$ cat src/rtl/truth_table_sweeper.sv
// truth_table_sweeper
//   Exhaustively sweeps every N_IN-bit input vector (binary or Gray order)
//   into a small combinational unit under test. Each vector is held for
//   SETTLE cycles, the 1-bit response is sampled on the last of those cycles,
//   and it is compared against a truth table latched at start.
//
// Ports
//   clk              in   clock, rising edge active
//   rst              in   asynchronous active-high reset
//   start            in   begins a sweep (honoured in IDLE or DONE only)
//   expected         in   [2**N_IN] expected truth table, bit k = response to vector k
//   dut_out          in   response of the unit under test
//   stim             out  [N_IN] vector currently applied
//   busy             out  sweep in progress
//   done             out  sweep finished, results valid
//   pass             out  1 iff the last sweep had no mismatches (valid with done)
//   err_count        out  [N_IN+1] mismatching vectors in the current/last sweep
//   first_err_valid  out  at least one mismatch seen
//   first_err_vec    out  [N_IN] stim value of the first mismatch
//   captured         out  [2**N_IN] observed truth table, bit k = response to vector k
//   fsm_state        out  [2] debug view of the control state (0 IDLE, 1 RUN, 2 DONE)
//
// Handshake: start is a level sampled on a rising edge; the sweep runs with no
// back-pressure and done stays high until the next start or reset.
module truth_table_sweeper #(
   parameter int N_IN   = 3,
   parameter int SETTLE = 1,
   parameter int GRAY   = 0
) (
   input  logic                 clk,
   input  logic                 rst,
   input  logic                 start,
   input  logic [2**N_IN-1:0]   expected,
   input  logic                 dut_out,
   output logic [N_IN-1:0]      stim,
   output logic                 busy,
   output logic                 done,
   output logic                 pass,
   output logic [N_IN:0]        err_count,
   output logic                 first_err_valid,
   output logic [N_IN-1:0]      first_err_vec,
   output logic [2**N_IN-1:0]   captured,
   output logic [1:0]           fsm_state
);

   localparam int NV = 2**N_IN;
   localparam int CW = (SETTLE > 1) ? $clog2(SETTLE) : 1;
   localparam logic [CW-1:0] SETTLE_LAST = CW'(SETTLE - 1);

   typedef enum logic [1:0] {
      IDLE = 2'd0,
      RUN  = 2'd1,
      DONE = 2'd2
   } state_t;

   state_t state, next_state;

   logic [NV-1:0]   exp_q;
   logic [N_IN-1:0] idx;
   logic [CW-1:0]   settle_cnt;

   logic            start_sweep;
   logic            sample;
   logic            last_vec;
   logic            mismatch;
   logic [N_IN:0]   err_next;
   logic [N_IN-1:0] idx_next;

   // Sweep order: plain binary, or reflected Gray so consecutive vectors
   // differ in exactly one input bit.
   function automatic logic [N_IN-1:0] code(input logic [N_IN-1:0] i);
      if (GRAY != 0) return i ^ (i >> 1);
      else           return i;
   endfunction

   assign start_sweep = start && (state != RUN);
   assign sample      = (state == RUN) && (settle_cnt == SETTLE_LAST);
   assign last_vec    = (idx == {N_IN{1'b1}});
   // Expected table is indexed by the applied vector, not by sweep position.
   assign mismatch    = (dut_out != exp_q[stim]);
   assign err_next    = err_count + {{N_IN{1'b0}}, mismatch};
   assign idx_next    = idx + {{(N_IN-1){1'b0}}, 1'b1};

   assign busy      = (state == RUN);
   assign done      = (state == DONE);
   assign fsm_state = state;

   // State register
   always_ff @(posedge clk or posedge rst) begin
      if (rst) state <= IDLE;
      else     state <= next_state;
   end

   // Next-state logic
   always_comb begin
      next_state = state;
      case (state)
         IDLE:    if (start) next_state = RUN;
         RUN:     if (sample && last_vec) next_state = DONE;
         DONE:    if (start) next_state = RUN;
         default: next_state = IDLE;
      endcase
   end

   // Datapath: stimulus generation, capture and error bookkeeping
   always_ff @(posedge clk or posedge rst) begin
      if (rst) begin
         exp_q           <= '0;
         idx             <= '0;
         settle_cnt      <= '0;
         stim            <= '0;
         pass            <= 1'b0;
         err_count       <= '0;
         first_err_valid <= 1'b0;
         first_err_vec   <= '0;
         captured        <= '0;
      end else if (start_sweep) begin
         exp_q           <= expected;
         idx             <= '0;
         settle_cnt      <= '0;
         stim            <= '0;
         pass            <= 1'b0;
         err_count       <= '0;
         first_err_valid <= 1'b0;
         first_err_vec   <= '0;
         captured        <= '0;
      end else if (state == RUN) begin
         if (!sample) begin
            settle_cnt <= settle_cnt + CW'(1);
         end else begin
            captured[stim] <= dut_out;
            err_count      <= err_next;
            if (mismatch && !first_err_valid) begin
               first_err_valid <= 1'b1;
               first_err_vec   <= stim;
            end
            if (last_vec) begin
               // Includes a mismatch on this final sample.
               pass <= (err_next == '0);
            end else begin
               idx        <= idx_next;
               stim       <= code(idx_next);
               settle_cnt <= '0;
            end
         end
      end
   end

endmodule
$ cat config.mk
export PLATFORM = sky130hd
export DESIGN_NAME = truth_table_sweeper
export DESIGN_NICKNAME = d
export VERILOG_FILES = /design/src/rtl/truth_table_sweeper.sv
export SDC_FILE = /design/constraint.sdc
export NUM_CORES = 1
export LEC_CHECK = 0
export ABC_CLOCK_PERIOD_IN_PS = 6900
export CAP_MARGIN = 20
export CORE_MARGIN = 3
export CORE_UTILIZATION = 30
export CTS_BUF_LIST = sky130_fd_sc_hd__clkbuf_4 sky130_fd_sc_hd__clkbuf_8 sky130_fd_sc_hd__clkbuf_16
export DETAILED_ROUTE_END_ITERATION = 8
export GPL_TIMING_DRIVEN = 1
export PLACE_DENSITY = 0.53
export SLEW_MARGIN = 20
export SYNTH_ARGS = -nofsm -noshare
export SYNTH_HDL_FRONTEND = slang
export SYNTH_SLANG_ARGS = --single-unit
$ cat constraint.sdc
create_clock -name clk -period 6.9 [get_ports clk]
set_input_delay 0.69 -clock clk [delete_from_list [all_inputs] [get_ports clk]]
set_output_delay 0.69 -clock clk [all_outputs]
set_load 0.01 [all_outputs]
==> results.ini <==
[logic_synthesis]
syn-instance-count=164
synth_nets=180
synthFlopType=dfrtp_1
synth_warnings=0
synth-seq-cells=31
synth-async-reset-ratio_pct=100
synth_edf_count=0
syn_area_mm2=0.00162
yosysUniqueCellTypes=38
ys_seq_area_share_pct=48.0
postSynthAreaPerCell_um2=9.86

[drt]
routed_wl_um=3510
routedWlPerCell_um=13.0
dr.pass1.iters=4
drc=0
dr.first_iter.drc_count=54
avgViaCountPerCell=4.66
drt.antenna.violating_nets=0
vias=1258

[grt]
grt_max_degree=32
antenna_found_initial=0
track_usage_pct=12.4
grt_pass1_wl_um=6020
grt_pass1_vias=1309
overflow=0

[cts]
cts.htree.levels=2
cts-buffers-inserted=5
cts_root_buf=clkbuf_8
cts_tree=built
cts.sinks=31
cts_setup_buffers=0
path_clk_slew_ns=0.06
clock_latency_ns=0.28
max-clock-path-buffers=2
cts_hold_buf=0
cts_resized=0

[final_layout]
drive_above_1_share_pct=11.0
antenna_cells=0
nNetsFinal=216
area_growth_pct=30.5
final_area_mm2=0.00211
filler_cell_count=503

[sta]
fmax_mhz=324
relSlewSlack_pct=43.9
tightest_slew_ns=0.842
skew_ns=0.00608
hold_viol_final=0
slew_violations=0
fin_crit_ns=3.09
period_share_pct=44.7
tns_ns=0
fin_ws_ns=3.81
finalSetupViolCount=0
rsz0062_at_grt=no

[outcome]
status=finished clean

[setup_path]
r2r_start=idx[0]
cp.arrival_ns=3.28
cp.required_ns=7.10
worstSetupStartpoint=idx[0]
cp-start-kind=flip-flop
worstPathMaxFanout=14
worst_setup_path_end_kind=flip-flop
criticalPathCategory=reg -> reg

[floorplanning]
rows=26
die_x_um=79.4
initial_core_util_pct=31.3
die_h_um=79.4
ios=36
coreArea_mm2=0.00517
die-area_mm2=0.00631

[power]
p_leak_nw=0.962
ir_worst_vdd_uv=137
p_per_area_mw_per_mm2=477

[place]
dpl.hpwl_um=2530
port_buffers=35
post-place-ws_ns=3.85
place_area_mm2=0.00202
place.gp.congestion=0.785

[hold_path]
hold_start=exp_q[7]
hold_path_class=reg -> reg

[job]
maxCapViolations=0

==> per-stage QoR <==
step | power (mW) | cells | utilization [%] | hold WS [ns]
after floorplan | 0.689 | 164 | - | 0.445
after global placement | 0.873 | 263 | 39.1 | 0.467
after detailed placement | 0.878 | 263 | 39.1 | 0.466
after CTS | 1.03 | 270 | 40.8 | 0.482
after global routing | 1.10 | 270 | 40.8 | 0.508
final | 1.01 | 270 | 40.8 | 0.472
==> final timing paths <==
path                                     to  cells past startpoint  slack (ns)
min in group asynchronous          exp_q[6]                      3        0.79
hold / removal                     exp_q[7]                      2        0.47
setup / recovery                       pass                     11        3.81
hold reg to reg                    exp_q[7]                      2        0.47
setup reg to reg                       pass                     11        3.81
max in group asynchronous  first_err_vec[2]                      3        5.82
==> where the power goes <==
group	switching, mW	leakage, nW	internal, mW	total (mW)
Clock	0.0618	0.0470	0.0780	0.140
Combinational	0.261	0.522	0.262	0.522
Sequential	0.0843	0.393	0.261	0.345
==> Yosys cell counts (2+ instances only) <==
cell | n | area share (%)
nand3_1 | 6 | 1.9
o21ai_0 | 2 | 0.62
ha_1 | 4 | 3.1
nor2_4 | 3 | 2.1
o31ai_1 | 2 | 0.93
nand2_1 | 39 | 9.0
nor3_2 | 2 | 1.2
dfrtp_1 | 31 | 48
a22o_1 | 2 | 1.1
clkbuf_1 | 4 | 0.93
nand4_1 | 3 | 1.2
a21oi_1 | 7 | 2.2
inv_1 | 7 | 1.6
nor3_1 | 2 | 0.62
xnor2_1 | 2 | 1.1
nor2_1 | 11 | 2.6
mux2i_1 | 11 | 6.8
o21ai_1 | 6 | 1.9
==> cell usage in the layout, fill, tap and decap left out, types with 2 or more instances in the layout <==
cell type / count
xnor2_1: 2
nor3_1: 2
nor3_2: 2
o31ai_1: 2
clkbuf_8: 6
dfrtp_1: 31
o21ai_1: 6
clkdlybuf4s50_1: 35
o21ai_0: 2
inv_1: 7
nand3_1: 6
mux2i_1: 11
a22o_1: 2
nor2_4: 3
a21oi_1: 7
nor2_1: 11
nand4_1: 3
nand2_1: 39
ha_1: 4
==> final cells by class <==
cell class / instances / area [µm²] / share of cell area, %
multi-input combinational: 119 / 777 / 36.8
timing repair buffer: 36 / 358 / 16.9
sequential: 31 / 776 / 36.7
clock buffer: 6 / 82.6 / 3.91
inverter: 7 / 26.3 / 1.24
clock inverter: 1 / 5.00 / 0.237
tap: 70 / 87.6 / 4.15
==> flip-flops by register name, indices dropped and copies added (netlist names) <==
register         count
captured             8
exp_q                8
err_count            4
first_err_vec        3
idx                  3
fsm_state            2
first_err_valid      1
pass                 1
settle_cnt           1
==> worst max-delay path: stages (launching register included) <==
cell,delay (ns)
dfrtp_1,0.74
mux2_4,0.36
o2bb2ai_4,0.14
nor3_1,0.26
xnor2_1,0.10
ha_1,0.23
ha_1,0.24
nor2_1,0.13
a21oi_1,0.05
o22a_1,0.20
or4_1,0.39
a21oi_1,0.14
==> per-layer routing <==
layer	wire length, µm	GRT usage, %	part of all wire [%]
met5	0	0	0
met4	61	5.84	1.7
met3	184	4.40	5.2
met2	1600	18.8	46
met1	1660	15.8	47
==> cells by family (layout without fill, tap and decap cells) <==
kind of cell	count (synthesis)	in the layout	share of synthesized area, %
AOI/OAI and AO/OA	23	23	10.4
DFF	31	31	48.0
muxes	13	13	8.43
and+or+nand+nor	77	77	25.0
buffers and inverters	14	50	4.02
adders and majority gates	4	4	3.09
xor gates and xnor gates	2	2	1.08
(Power assumes the default switching activity.)
